--- src/rtl/inst_fetch_unit.sv ---
// inst_fetch_unit - RV32I instruction-fetch front end.
//
// Owns the PC. Issues word reads to instruction memory (req/ready) and holds
// each fetched word for the decoder (valid/ready). On every accepted
// instruction the decoder's flow signals choose what happens next: halt
// (pc_load=0), redirect, or sequential pc+4.
//
// Ports:
//   clk, rst                 core clock, synchronous active-high reset
//   mem_req, mem_addr        read request / word-aligned address (pc)
//   mem_ready, mem_rdata     memory response, valid only while mem_req=1
//   inst_valid, inst,        fetched word and its address; inst=NOP_WORD
//   inst_pc                  whenever inst_valid=0
//   inst_ready               decoder accepts inst this cycle
//   pc_load, redirect,       decoder flow control, sampled on accept only
//   redirect_pc
//   resume                   one-cycle pulse to leave HALT
//   halted                   fetch stopped on EBREAK
//   retired_count            (FETCH_PERF_CNT_EN only) accepted-instruction count
//
// Optional feature: define FETCH_PERF_CNT_EN to add retired_count and the
// internal stall_count register.
//
// state | meaning
// IDLE  | just out of reset, no request yet
// FETCH | mem_req=1 at pc, waiting for mem_ready
// HOLD  | instruction presented, waiting for decoder accept
// HALT  | stopped after EBREAK, waiting for resume

module inst_fetch_unit #(
  parameter logic [31:0] RESET_PC = 32'h0000_0000,
  parameter logic [31:0] NOP_WORD = 32'h0000_0013
) (
  input  logic        clk,
  input  logic        rst,
  output logic        mem_req,
  output logic [31:0] mem_addr,
  input  logic        mem_ready,
  input  logic [31:0] mem_rdata,
  output logic        inst_valid,
  output logic [31:0] inst,
  output logic [31:0] inst_pc,
  input  logic        inst_ready,
  input  logic        pc_load,
  input  logic        redirect,
  input  logic [31:0] redirect_pc,
  input  logic        resume,
  output logic        halted
`ifdef FETCH_PERF_CNT_EN
  ,
  output logic [31:0] retired_count
`endif
);

  typedef enum logic [1:0] {
    IDLE  = 2'd0,
    FETCH = 2'd1,
    HOLD  = 2'd2,
    HALT  = 2'd3
  } state_t;

  state_t      state, state_nxt;
  logic [31:0] pc, pc_nxt;
  logic [31:0] inst_q, inst_nxt;
  logic [31:0] inst_pc_q, inst_pc_nxt;
  logic        accept;

  assign accept = (state == HOLD) && inst_ready;

  always_comb begin
    state_nxt   = state;
    pc_nxt      = pc;
    inst_nxt    = inst_q;
    inst_pc_nxt = inst_pc_q;
    case (state)
      IDLE: state_nxt = FETCH;
      FETCH: begin
        if (mem_ready) begin
          inst_nxt    = mem_rdata;
          inst_pc_nxt = pc;
          state_nxt   = HOLD;
        end
      end
      HOLD: begin
        if (inst_ready) begin
          inst_nxt = NOP_WORD;
          // Halt takes priority over redirect; pc keeps the EBREAK address.
          if (!pc_load) begin
            state_nxt = HALT;
          end else if (redirect) begin
            pc_nxt    = redirect_pc & 32'hFFFF_FFFC;
            state_nxt = FETCH;
          end else begin
            pc_nxt    = pc + 32'd4;
            state_nxt = FETCH;
          end
        end
      end
      HALT: begin
        if (resume) begin
          pc_nxt    = pc + 32'd4;
          state_nxt = FETCH;
        end
      end
      default: state_nxt = IDLE;
    endcase
  end

  always_ff @(posedge clk) begin
    if (rst) begin
      state     <= IDLE;
      pc        <= RESET_PC;
      inst_q    <= NOP_WORD;
      inst_pc_q <= RESET_PC;
    end else begin
      state     <= state_nxt;
      pc        <= pc_nxt;
      inst_q    <= inst_nxt;
      inst_pc_q <= inst_pc_nxt;
    end
  end

  // Outputs come only from state and registers; no input reaches an output.
  assign mem_req    = (state == FETCH);
  assign mem_addr   = pc;
  assign inst_valid = (state == HOLD);
  assign inst       = inst_q;
  assign inst_pc    = inst_pc_q;
  assign halted     = (state == HALT);

`ifdef FETCH_PERF_CNT_EN
  logic [31:0] stall_count;

  // Neither counter can move in HALT since both conditions need FETCH/HOLD.
  always_ff @(posedge clk) begin
    if (rst) begin
      retired_count <= 32'd0;
      stall_count   <= 32'd0;
    end else begin
      if (accept)
        retired_count <= retired_count + 32'd1;
      if (((state == FETCH) && !mem_ready) || ((state == HOLD) && !inst_ready))
        stall_count <= stall_count + 32'd1;
    end
  end
`endif

endmodule
--- config.mk ---
export PLATFORM = sky130hd
export DESIGN_NAME = inst_fetch_unit
export DESIGN_NICKNAME = d
export VERILOG_FILES = /design/src/rtl/inst_fetch_unit.sv
export SDC_FILE = /design/constraint.sdc
export NUM_CORES = 1
export LEC_CHECK = 0
export CORE_ASPECT_RATIO = 1.2
export CORE_MARGIN = 2
export CORE_UTILIZATION = 57
export CTS_CLUSTER_SIZE = 10
export DETAILED_ROUTE_END_ITERATION = 10
export DONT_BUFFER_PORTS = 1
export GPL_ROUTABILITY_DRIVEN = 0
export GPL_TIMING_DRIVEN = 0
export PLACE_DENSITY = 0.75
export SYNTH_ARGS = -nofsm -noshare
export SYNTH_HDL_FRONTEND = slang
export SYNTH_SLANG_ARGS = --single-unit
--- constraint.sdc ---
create_clock -name clk -period 4.45 [get_ports clk]
set_input_delay 0.89 -clock clk [delete_from_list [all_inputs] [get_ports clk]]
set_output_delay 0.89 -clock clk [all_outputs]
set_load 0.01 [all_outputs]
After elaboration in Yosys (flattened, before gate mapping). Cells that the tools add are included.

Flip-flop bits (word level): 98. Input bits: 71.

Add/sub/neg operators: 1. Equality and inequality tests: 7. Mux-type cells: 13. Reductions and logical operators: 7.

Operators by type and width (number): 32-bit two-way mux (6); 32-bit one-hot mux with 2 select lines (2); 32-bit by 3-bit adder with 32-bit output, second input constant (1); 2-bit two-way mux (4); 2-bit one-hot mux with 4 select lines (1); 2-bit by 1-bit inequality test with 1-bit output, second input constant (3); 3-bit AND reduction (2); 2-bit == test, second input constant (2); 4-bit AND reduction (1); 2-bit nonzero test (2); 2-bit by 1-bit == test with 1-bit output, second input constant (1); 2-bit zero test (1); 2-bit inequality test, second input constant (1); 2-bit AND reduction (1).

Longest topological paths before layout. Gate-level depths: netlist (run 1).

Depth in word-level cells: 5. Depth in mapped cells: 9. Gate-level depth less buffers: 7.

Worst setup path before layout (run 1). Ideal clock, no wire load.

Path type: input-to-reg. Start: in inst_ready. End: reg pc[6], in the netlist mem_addr[6]. Setup time: 0.128 ns. Arrival: 1.929 ns. Data required time: 4.322 ns. Path slack: 2.393 ns. Cell stages on the path: 6. Path buffers: 2. Cell sequence: a21bo_2 > o211ai_1 > buf_2 > buf_2 > a2bb2oi_1 > nor2_1.

Cells in the longest elaborated chain, start to end: 2.

RTL lines: start: declaration (RTL line 43) `input logic inst_ready,`; 2-bit by 1-bit inequality test with 1-bit output (no source line); 4-bit AND reduction (no source line); end signal: assignment (RTL line 117) `pc <= pc_nxt;`; end: declaration (RTL line 63) `logic [31:0] pc, pc_nxt;`.

Every way passes these cells. A chain may end at the register's enable or synchronous reset.

Worst setup path after layout (run 1).
Start: reg state[0]. End: reg inst_q[24], in the netlist inst[24].

Cells in the longest elaborated chain, start to end: 3. Elaborated cells between the ends (all ways): 7. Those cells by class: 4 x eq/ne; 1 x mux; 2 x reduce/logical.

RTL lines: start: declaration (RTL line 62) `state_t state, state_nxt;`; start signal: assignment (RTL line 116) `state <= state_nxt;`; 2-bit == test *; named net inst_valid (RTL line 40) `output logic inst_valid,`; 2-bit by 1-bit inequality test with 1-bit output (no source line) / 2-bit nonzero test (equally long branches); 3-bit AND reduction (no source line); end signal: assignment (RTL line 118) `inst_q <= inst_nxt;`; end: declaration (RTL line 64) `logic [31:0] inst_q, inst_nxt;`.

The timed path passes the listed nets; every way through them passes the cells marked *.

==> results of run 1 <==
-- worst max-delay path, stage by stage (launching register included) --
cell	delay, ns
dfxtp_1	0.43
inv_1	0.07
ha_1	0.30
buf_4	0.21
o211ai_1	0.56
clkbuf_1	0.43
nor3b_1	0.11
a21oi_1	0.15
nor2_1	0.06
-- power by group through the flow --
stage	Sequential [uW]	Clock (uW)	Combinational [uW]
4_1_cts	966	590	282
6_report	967	580	283
5_1_grt	973	621	319
3_5_place_dp	984	0	282
3_3_place_gp	983	0	274
2_1_floorplan	968	0	218
-- area by class of cell --
class / instances / area share [%]
clock buffer: 11 / 2.93
sequential: 94 / 39.0
multi-input combinational: 422 / 49.7
tap: 92 / 2.39
clock inverter: 5 / 1.22
inverter: 6 / 0.467
buffer: 46 / 4.33
-- synthesized netlist by cell type (6+ instances only) --
cell type / n / area, sq um
dfxtp_1: 94 / 1880
nand2_1: 93 / 349
a21oi_1: 80 / 400
nor2_1: 52 / 195
clkbuf_1: 32 / 120
nor3b_1: 31 / 233
o21ai_0: 19 / 95.1
nand3_1: 13 / 65.1
nor3_1: 11 / 55.1
a31oi_1: 9 / 56.3
nand4_1: 7 / 43.8
a22oi_1: 6 / 45.0
buf_4: 6 / 45.0
mux2i_1: 6 / 60.1
nand2b_1: 6 / 37.5
-- path summary, 6_finish.rpt --
path / endpoint / slack (ns) / depth (start not counted)
min: inst_pc[14] / 0.50 / 2
max: inst[24] / 2.03 / 8
max reg2reg: inst[24] / 2.03 / 8
min reg2reg: inst_pc[14] / 0.50 / 2
-- stage by stage --
stage | setup slack (ns) | hold WS [ns] | total power (uW) | utilization [%] | area (sq um)
after global routing | 1.81 | 0.525 | 1910 | 63.0 | 4830
after detailed placement | 2.00 | 0.495 | 1270 | 60.4 | 4630
final | 2.03 | 0.501 | 1830 | 63.0 | 4830
after global placement | 1.99 | 0.489 | 1260 | 60.4 | 4630
after floorplan | 2.39 | 0.478 | 1190 | - | 4510
after CTS | 2.03 | 0.507 | 1840 | 63.0 | 4830
-- layer usage --
metal | global-route usage, % | up-vias
met5 | 0 | -
met4 | 14.2 | 0
met2 | 51.7 | 201
li1 | - | 2018
met3 | 8.64 | 29
met1 | 31.8 | 1913
-- kinds of logic (layout without fill, tap and decap cells) --
kind of cell	count (synthesis)	after routing
DFF	94	94
and+or+nand+nor	252	252
other	1	4
muxes	11	11
buffers and inverters	52	68
adders and majority gates	5	5
AOI/OAI and AO/OA	150	150
-- state kept, by name, summed over array words and instances, names as in the netlist --
register and cells:
inst 32, inst_pc 30, mem_addr 30, state 2
-- cells in the final DEF (no fill, tap or decap), drive strengths merged, types with 2 or more instances in the layout --
cell and instances:
a22oi 6, o21a 2, nor3b 31, o21ai 20, nor2 54, nand2 93, conb 4, a21oi 80
inv 5, a211oi 2, mux2 5, ha 5, and2 6, dfxtp 94, o2111ai 2, o211ai 4
nor3 12, o32ai 2, mux2i 6, and3 7, nor4 6, clkinvlp 2, nand3 16, a22o 3
a221oi 2, nor2b 5, o31ai 2, nand4 8, clkinv 3, buf 13, a31oi 9, or3 5
a311oi 5, clkbuf 44, nand2b 6
==> results.md, run 1 <==
- Core area: 7660 sq um
- H-tree levels: 3
- DR iter-0 viols: 248
- FP Rows: 35
- Synth warn: 0
- Fmax: 413 MHz
- Cell Area, Synth: 4500 sq um
- Compound-Gate Fraction of Synth Area: 20.2%
- Die Area: 8620 sq um
- Clock power share: 31.7%
- Gr ovfl total: 0
- Post-DRT Antenna Nets: 0
- Antenna violations before repair: 0
- Number of gates resized after cts: 0
- Mux cell area share after synthesis: 2.59%
- Drt drc: 0
- Period Utilization, post-route: 54.4%
- WL met1: 4870 um
- Setup-failing EPs final: 0
- Clock Latency Late Sink: 0.38 ns
- First-pass GRT wire length: 19,900 um
- Placed insts: 660
- Starting Density: 58.7%
- CP Capture Type: flip-flop
- Root Driver: clkbuf_8
- Highest Signal Layer: met4
- Simple-gate share of the synthesized area: 28.8%
- Rel. slew slack: 54.6%
- Slew @ Worst Pin: 0.677 ns
- Router iterations before antenna repair: 5
- Register area: 1880 sq um
- Reg2reg start: state[0]
- Worst Clk Skew: 0.0134 ns
- Min-delay src: inst_pc[14]
- # port buffers: 0
- CP startpoint: state[0]
- Dpl hpwl: 9340 um
- Area Overhead vs Synth: 7.26%
- Post-CTS Hold Buffers: 0
- Seq/Total Area, Yosys: 41.8%
- Critical path class: reg2reg
- Wire length on met2: 6370 um
- Nets: 655
- Gate count after technology mapping: 565
- Clock transition at path regs: 0.09 ns
- Crit path DAT: 2.67 ns
- RSZ-0062 raised after global routing: no
- Pin count of the biggest net entering global routing: 16
- Crit path time final: 2.42 ns
- Vias: 4,161
- Number of global-route vias before repair: 4,018
- Share of layout cells above drive strength 1: 8.56%
- Vias per cell: 6.16
- Final hold vios: 0
- Leak pwr: 0.00160 uW
- Maxcap violations: 0
- Outcome: completed
- Switching pwr: 567 uW
- Post-route setup TNS: 0 ns
- Antenna diodes: 0
- Largest family of logic cells by synthesized area: simple AND/OR/NAND/NOR gates
- Max Slew Vio Count: 0
- Synth cell types: 62
- Worst VDD drop: 289 uV
- Worst Path Max Fanout: 10
- Sw Ratio: 31.0%
- Final WL: 12,800 um
- Asr flop ratio synth: 0%
- Non-filler instance count after layout: 676
- Mean Syn Cell Area: 7.96 sq um
- P per Cell Area: 379 nW/um^2
- Critical Path Source Type: flip-flop
- DR WL/cell: 18.9 um
- Yosys reg bits: 94
- Internal power: 1260 uW
- Main synth FF type: dfxtp_1
- Sequential share of power: 52.8%
- CTS buffer count: 9
- Logic pwr share: 15.5%
- GRT Util Overall: 29.2%
- Hold WC Path Type: reg2reg
- Die Y: 101 um
- Post-CTS Setup Bufs: 0
- DIE WIDTH: 85.1 um
- Area occupied by multi-input gates: 2400 sq um
- # clock sinks: 94
- CTS tree: yes
- EDFF count, synth: 0
- Synth Area in XOR/XNOR: 0%
- Routed wl met3: 1130 um
- Max clock buf depth: 2
- FILL cells: 703
- Adder-cell area share of the yosys netlist: 1.39%
- Required @ worst endpoint: 4.70 ns
- # IOs: 170
Note: power is estimated with default switching activity, not from simulation.
==> inputs of run 2 (changes only) <==
Clock period 4.45 ns to 2.36 ns, I/O delays scaled along.
==> results.md, run 2 (same netlist as run 1, synthesis figures left out) <==
- Worst Clk Skew: 0.0111 ns (was 0.0134 ns)
- Root Driver: clkbuf_8 (unchanged)
- Crit path cell chain: ha_1 -> buf_4 -> nand3_1 -> nor2_4 -> buf_4 -> mux2i_1 -> o21ai_0 -> o311a_1 (was inv_1 -> ha_1 -> buf_4 -> o211ai_1 -> clkbuf_1 -> nor3b_1 -> a21oi_1 -> nor2_1)
- Max clock buf depth: 2 (unchanged)
- Setup-failing EPs final: 0 (unchanged)
- CP startpoint: state[1] (was state[0])
- Met3 usage: 9.62% (was 8.64%)
- DR iter-0 viols: 302 (was 248)
- Area Overhead vs Synth: 8.51% (was 7.26%)
- DIE WIDTH: 85.1 um (unchanged)
- Dpl hpwl: 9340 um (unchanged)
- Outcome: completed (unchanged)
- Worst R2R Setup Slack: 0.13 ns (was 2.03 ns)
- Leak pwr: 0.00164 uW (was 0.00160 uW)
- # IOs: 170 (unchanged)
- Register area: 1880 sq um (unchanged)
- Met2 usage: 52.2% (was 51.7%)
- Design Power: 3480 uW (was 1830 uW)
- Critical Path End: mem_addr[29] (was inst[24])
- Antenna diodes: 0 (unchanged)
- CP max stage delay: 0.41 ns (was 0.56 ns)
- Starting Density: 58.7% (unchanged)
- Critical Path Source Type: flip-flop (unchanged)
- P per Cell Area: 713 nW/um^2 (was 379 nW/um^2)
- Die Y: 101 um (unchanged)
- H-tree levels: 3 (unchanged)
- FILL cells: 698 (was 703)
- Slowest CP cell: dfxtp_1 (was o211ai_1)
- Grt met1 use: 31.9% (was 31.8%)
- Worst path depth: 8 (unchanged)
- Placed insts: 660 (unchanged)
- First-pass GRT wire length: 20,000 um (was 19,900 um)
- Maxcap violations: 0 (unchanged)
- Worst VDD drop: 550 uV (was 289 uV)
- Min-delay src: redirect_pc[18] (was inst_pc[14])
- CP delay by family, top: buffers and inverters (was compound AO/OA/AOI/OAI gates)
- Drt drc: 0 (unchanged)
- Pin count of the biggest net entering global routing: 16 (unchanged)
- Slew @ Worst Pin: 0.609 ns (was 0.677 ns)
- Router iterations before antenna repair: 5 (unchanged)
- Core area: 7660 sq um (unchanged)
- Cell mode on critical path: buf_4
- Vias per cell: 6.15 (was 6.16)
- Crit path DAT: 2.49 ns (was 2.67 ns)
- Area occupied by multi-input gates: 2410 sq um (was 2400 sq um)
- Worst Reg-to-Reg Cells: 8 (unchanged)
- Clock transition at path regs: 0.10 ns (was 0.09 ns)
- Die Area: 8620 sq um (unchanged)
- Worst Path Max Fanout: 10 (unchanged)
- Max reg flops: 32 (unchanged)
- Hold WC Path Type: in2reg (was reg2reg)
- Required @ worst endpoint: 2.63 ns (was 4.70 ns)
- Antenna violations before repair: 0 (unchanged)
- CTS buffer count: 9 (unchanged)
- Number of global-route vias before repair: 4,034 (was 4,018)
- Critical path class: reg2reg (unchanged)
- Final hold vios: 0 (unchanged)
- Crit path time final: 2.23 ns (was 2.42 ns)
- GRT Util Overall: 29.4% (was 29.2%)
- Top Usage Layer GRT: met2 (unchanged)
- Max Slew Vio Count: 0 (unchanged)
- CTS tree: yes (unchanged)
- Period Utilization, post-route: 94.3% (was 54.4%)
- Nets: 660 (was 655)
- Fmax: 449 MHz (was 413 MHz)
- FP Rows: 35 (unchanged)
- # clock sinks: 94 (unchanged)
- Non-filler instance count after layout: 681 (was 676)
- Vias: 4,191 (was 4,161)
- CP Capture Type: flip-flop (unchanged)
- Rel. slew slack: 59.4% (was 54.6%)
- Clock Latency Late Sink: 0.38 ns (about the same)
- DR WL/cell: 18.9 um (about the same)
- WP buf/inv: 2 (was 3)
- Reg2reg start: state[1] (was state[0])
- Share of layout cells above drive strength 1: 10.5% (was 8.56%)
- Most common cell after layout, fill and taps aside: dfxtp_1 (unchanged)
- Commonest cells after routing, fill and taps aside: 94 x dfxtp_1, 93 x nand2_1, 80 x a21oi_1 (unchanged)
- Post-DRT Antenna Nets: 0 (unchanged)
- Reg-to-reg endpoint: mem_addr[29] (was inst[24])
- # port buffers: 0 (unchanged)
- Final WL: 12,800 um (about the same)
- Gr ovfl total: 0 (unchanged)
==> run 2: routing by layer <==
metal,share of wire (%),up-vias
li1,-,2033
met1,38,1938
met2,50,191
met3,9.2,29
met4,2.6,0
met5,0,-
==> run 2: layout make-up <==
cell class	instances	share of cell area [%]
Multi-Input combinational cell	422	49.3
Sequential cell	94	38.5
Buffer	46	4.48
Clock buffer	11	2.90
Tap cell	92	2.36
Clock inverter	5	1.20
Timing Repair Buffer	5	0.769
Inverter	6	0.461
==> run 2: repair_timing <==
action	CTS	global route
endpoints found under the setup margin	11	30
hold buffers	0	0
gates resized for setup	0	14
pin swaps	1	1
setup buffers	3	2
==> run 2: metrics by stage <==
step                hold WS [ns]  area, sq um  utilization, %  worst slack [ns]   TNS, ns
floorplan                  0.478         4510               -             0.422         0
global placement           0.489         4630            60.4            0.0301         0
detailed placement         0.495         4630            60.4           -0.0553    -0.338
CTS                        0.209         4850            63.3            0.0403         0
global route               0.240         4880            63.7          -0.00400  -0.00400
finish                     0.220         4880            63.7             0.135         0
==> run 2: worst min path at each step <==
| stage | endpoint | slack (ns) | cells past startpoint |
|---|---|---|---|
| 6_report | mem_addr[18] | 0.22 | 2 |
| 5_1_grt | mem_addr[18] | 0.24 | 2 |
| 4_1_cts | mem_addr[18] | 0.21 | 2 |
| 3_5_place_dp | inst_pc[25] | 0.49 | 2 |
| 3_3_place_gp | inst_pc[12] | 0.49 | 2 |
| 2_1_floorplan | state[1] | 0.48 | 2 |
==> run 2: report_power, final <==
| group | switching, uW | internal, uW |
|---|---|---|
| Sequential | 138 | 1680 |
| Clock | 580 | 519 |
| Combinational | 362 | 200 |
==> inputs of run 3 (changes only) <==
Settings changed: CTS_BUF_LIST set to sky130_fd_sc_hd__clkbuf_4 sky130_fd_sc_hd__clkbuf_8, HOLD_SLACK_MARGIN set to 0.12.
==> results.md, run 3 (same netlist as run 1, synthesis figures left out) <==
- Number of global-route vias before repair: 4,031 (was 4,034)
- Required @ worst endpoint: 2.62 ns (was 2.63 ns)
- Routed wl met3: 1050 um (was 1190 um)
- Gr ovfl total: 0 (unchanged)
- DR iter-0 viols: 315 (was 302)
- Crit path time final: 2.23 ns (about the same)
- FP Rows: 35 (unchanged)
- DIE WIDTH: 85.1 um (unchanged)
- Setup-failing EPs final: 0 (unchanged)
- Pin count of the biggest net entering global routing: 16 (unchanged)
- Outcome: completed (unchanged)
- CP Capture Type: flip-flop (unchanged)
- Design Power: 3490 uW (was 3480 uW)
- Dpl hpwl: 9340 um (unchanged)
- Leak pwr: 0.00164 uW (about the same)
- Critical Path Source Type: flip-flop (unchanged)
- First-pass GRT wire length: 20,000 um (about the same)
- Post-DRT Antenna Nets: 0 (unchanged)
- Fmax: 449 MHz (about the same)
- DR WL/cell: 18.8 um (was 18.9 um)
- Max Slew Vio Count: 0 (unchanged)
- Share of layout cells above drive strength 1: 10.7% (was 10.5%)
- H-tree levels: 3 (unchanged)
- Clock Latency Late Sink: 0.37 ns (was 0.38 ns)
- Commonest cells after routing, fill and taps aside: 94 x dfxtp_1, 93 x nand2_1, 80 x a21oi_1 (unchanged)
- CTS tree: yes (unchanged)
- Slew @ Worst Pin: 0.610 ns (was 0.609 ns)
- # port buffers: 0 (unchanged)
- Root Driver: clkbuf_8 (unchanged)
- Worst Path Max Fanout: 10 (unchanged)
- GRT Util Overall: 29.1% (was 29.4%)
- Period Utilization, post-route: 94.5% (was 94.3%)
- Hold WC Path Type: in2reg (unchanged)
- Post-route setup TNS: 0 ns (unchanged)
- CTS buffer count: 9 (unchanged)
- Most common cell after layout, fill and taps aside: dfxtp_1 (unchanged)
- Maxcap violations: 0 (unchanged)
- Worst VDD drop: 549 uV (was 550 uV)
- Max reg flops: 32 (unchanged)
- RSZ-0062 raised after global routing: no
- Nets: 660 (unchanged)
- Clock transition at path regs: 0.09 ns (was 0.10 ns)
- Area Overhead vs Synth: 8.59% (was 8.51%)
- Worst Clk Skew: 0.00912 ns (was 0.0111 ns)
- Dpl ws: -0.0553 ns (unchanged)
- Max clock buf depth: 2 (unchanged)
- Starting Density: 58.7% (unchanged)
- # IOs: 170 (unchanged)
- Core area: 7660 sq um (unchanged)
- Antenna violations before repair: 0 (unchanged)
- Die Y: 101 um (unchanged)
- Antenna diodes: 0 (unchanged)
- Highest Signal Layer: met4 (unchanged)
- Crit path DAT: 2.49 ns (about the same)
- Post-layout util: 63.8% (was 63.7%)
- Wire length on met2: 6450 um (was 6440 um)
- Drt drc: 0 (unchanged)
- Vias per cell: 6.12 (was 6.15)
- Router iterations before antenna repair: 5 (unchanged)
- Vias: 4,169 (was 4,191)
- # clock sinks: 94 (unchanged)
- WL met1: 4960 um (was 4880 um)
- Final hold vios: 0 (unchanged)
- Critical path class: reg2reg (unchanged)
- Rel. slew slack: 59.3% (was 59.4%)
- P per Cell Area: 714 nW/um^2 (was 713 nW/um^2)
- Min setup slack post-route: 0.130 ns (was 0.135 ns)
- Placed Area: 4630 sq um (unchanged)
- Final WL: 12,800 um (about the same)
- Finished Cell Area: 4890 sq um (was 4880 sq um)
- Die Area: 8620 sq um (unchanged)
## run 3: cell types whose count changed in the layout (fill, tap and decap cells not counted)
cell,before,now
clkbuf_4,1,2
clkbuf_1,28,27
## run 3: final timing paths
| path | startpoint | slack, ns | depth (start not counted) | end |
|---|---|---|---|---|
| worst min-delay path | redirect_pc[18] | 0.23 | 2 | mem_addr[18] |
| worst max-delay path | state[1] | 0.13 | 8 | mem_addr[29] |
| worst min register to register | inst_pc[14] | 0.50 | 2 | inst_pc[14] |
| worst max register to register | state[1] | 0.13 | 8 | mem_addr[29] |
## run 3: final cells by class
type | instances | area, sq um
Tap cell | 92 | 115
Clock buffer | 11 | 145
Buffer | 46 | 219
Timing Repair Buffer | 5 | 37.5
Sequential cell | 94 | 1880
Inverter | 6 | 22.5
Clock inverter | 5 | 58.8
Fill cell | 697 | 2780
Multi-Input combinational cell | 422 | 2410
## run 3: critical path, cell delays in order, from the launching register on
cell     delay, ns
dfxtp_1       0.41
ha_1          0.34
buf_4         0.23
nand3_1       0.15
nor2_4        0.30
buf_4         0.25
mux2i_1       0.18
o21ai_0       0.10
o311a_1       0.13
## run 3: power by group
| part | leakage, uW | switching [uW] | internal [uW] |
|---|---|---|---|
| clock | 0.0000990 | 573 | 531 |
| combinational | 0.000779 | 363 | 200 |
| sequential | 0.000762 | 138 | 1680 |
| total | 0.00164 | 1070 | 2410 |
## run 3: per-stage QoR
step,hold slack (ns),std cells
floorplan,0.478,568
global placement,0.489,660
detailed placement,0.495,660
CTS,0.219,679
global route,0.257,681
finish,0.227,681
## run 3: what timing repair did
| item | in CTS | in global routing |
|---|---|---|
| endpoints found under the setup margin | 11 | 30 |
| buffers inserted | 3 | 2 |
| hold buffers | 0 | 0 |
| cloned | 0 | 0 |
| pin swaps | 1 | 1 |
| resized for setup | 0 | 14 |
## run 3: routing by layer
| layer | GRT usage [%] | up-vias |
|---|---|---|
| met1 | 31.8 | 1936 |
| li1 | - | 2029 |
| met4 | 14.0 | 0 |
| met3 | 7.17 | 28 |
| met2 | 52.4 | 176 |
| met5 | 0 | - |
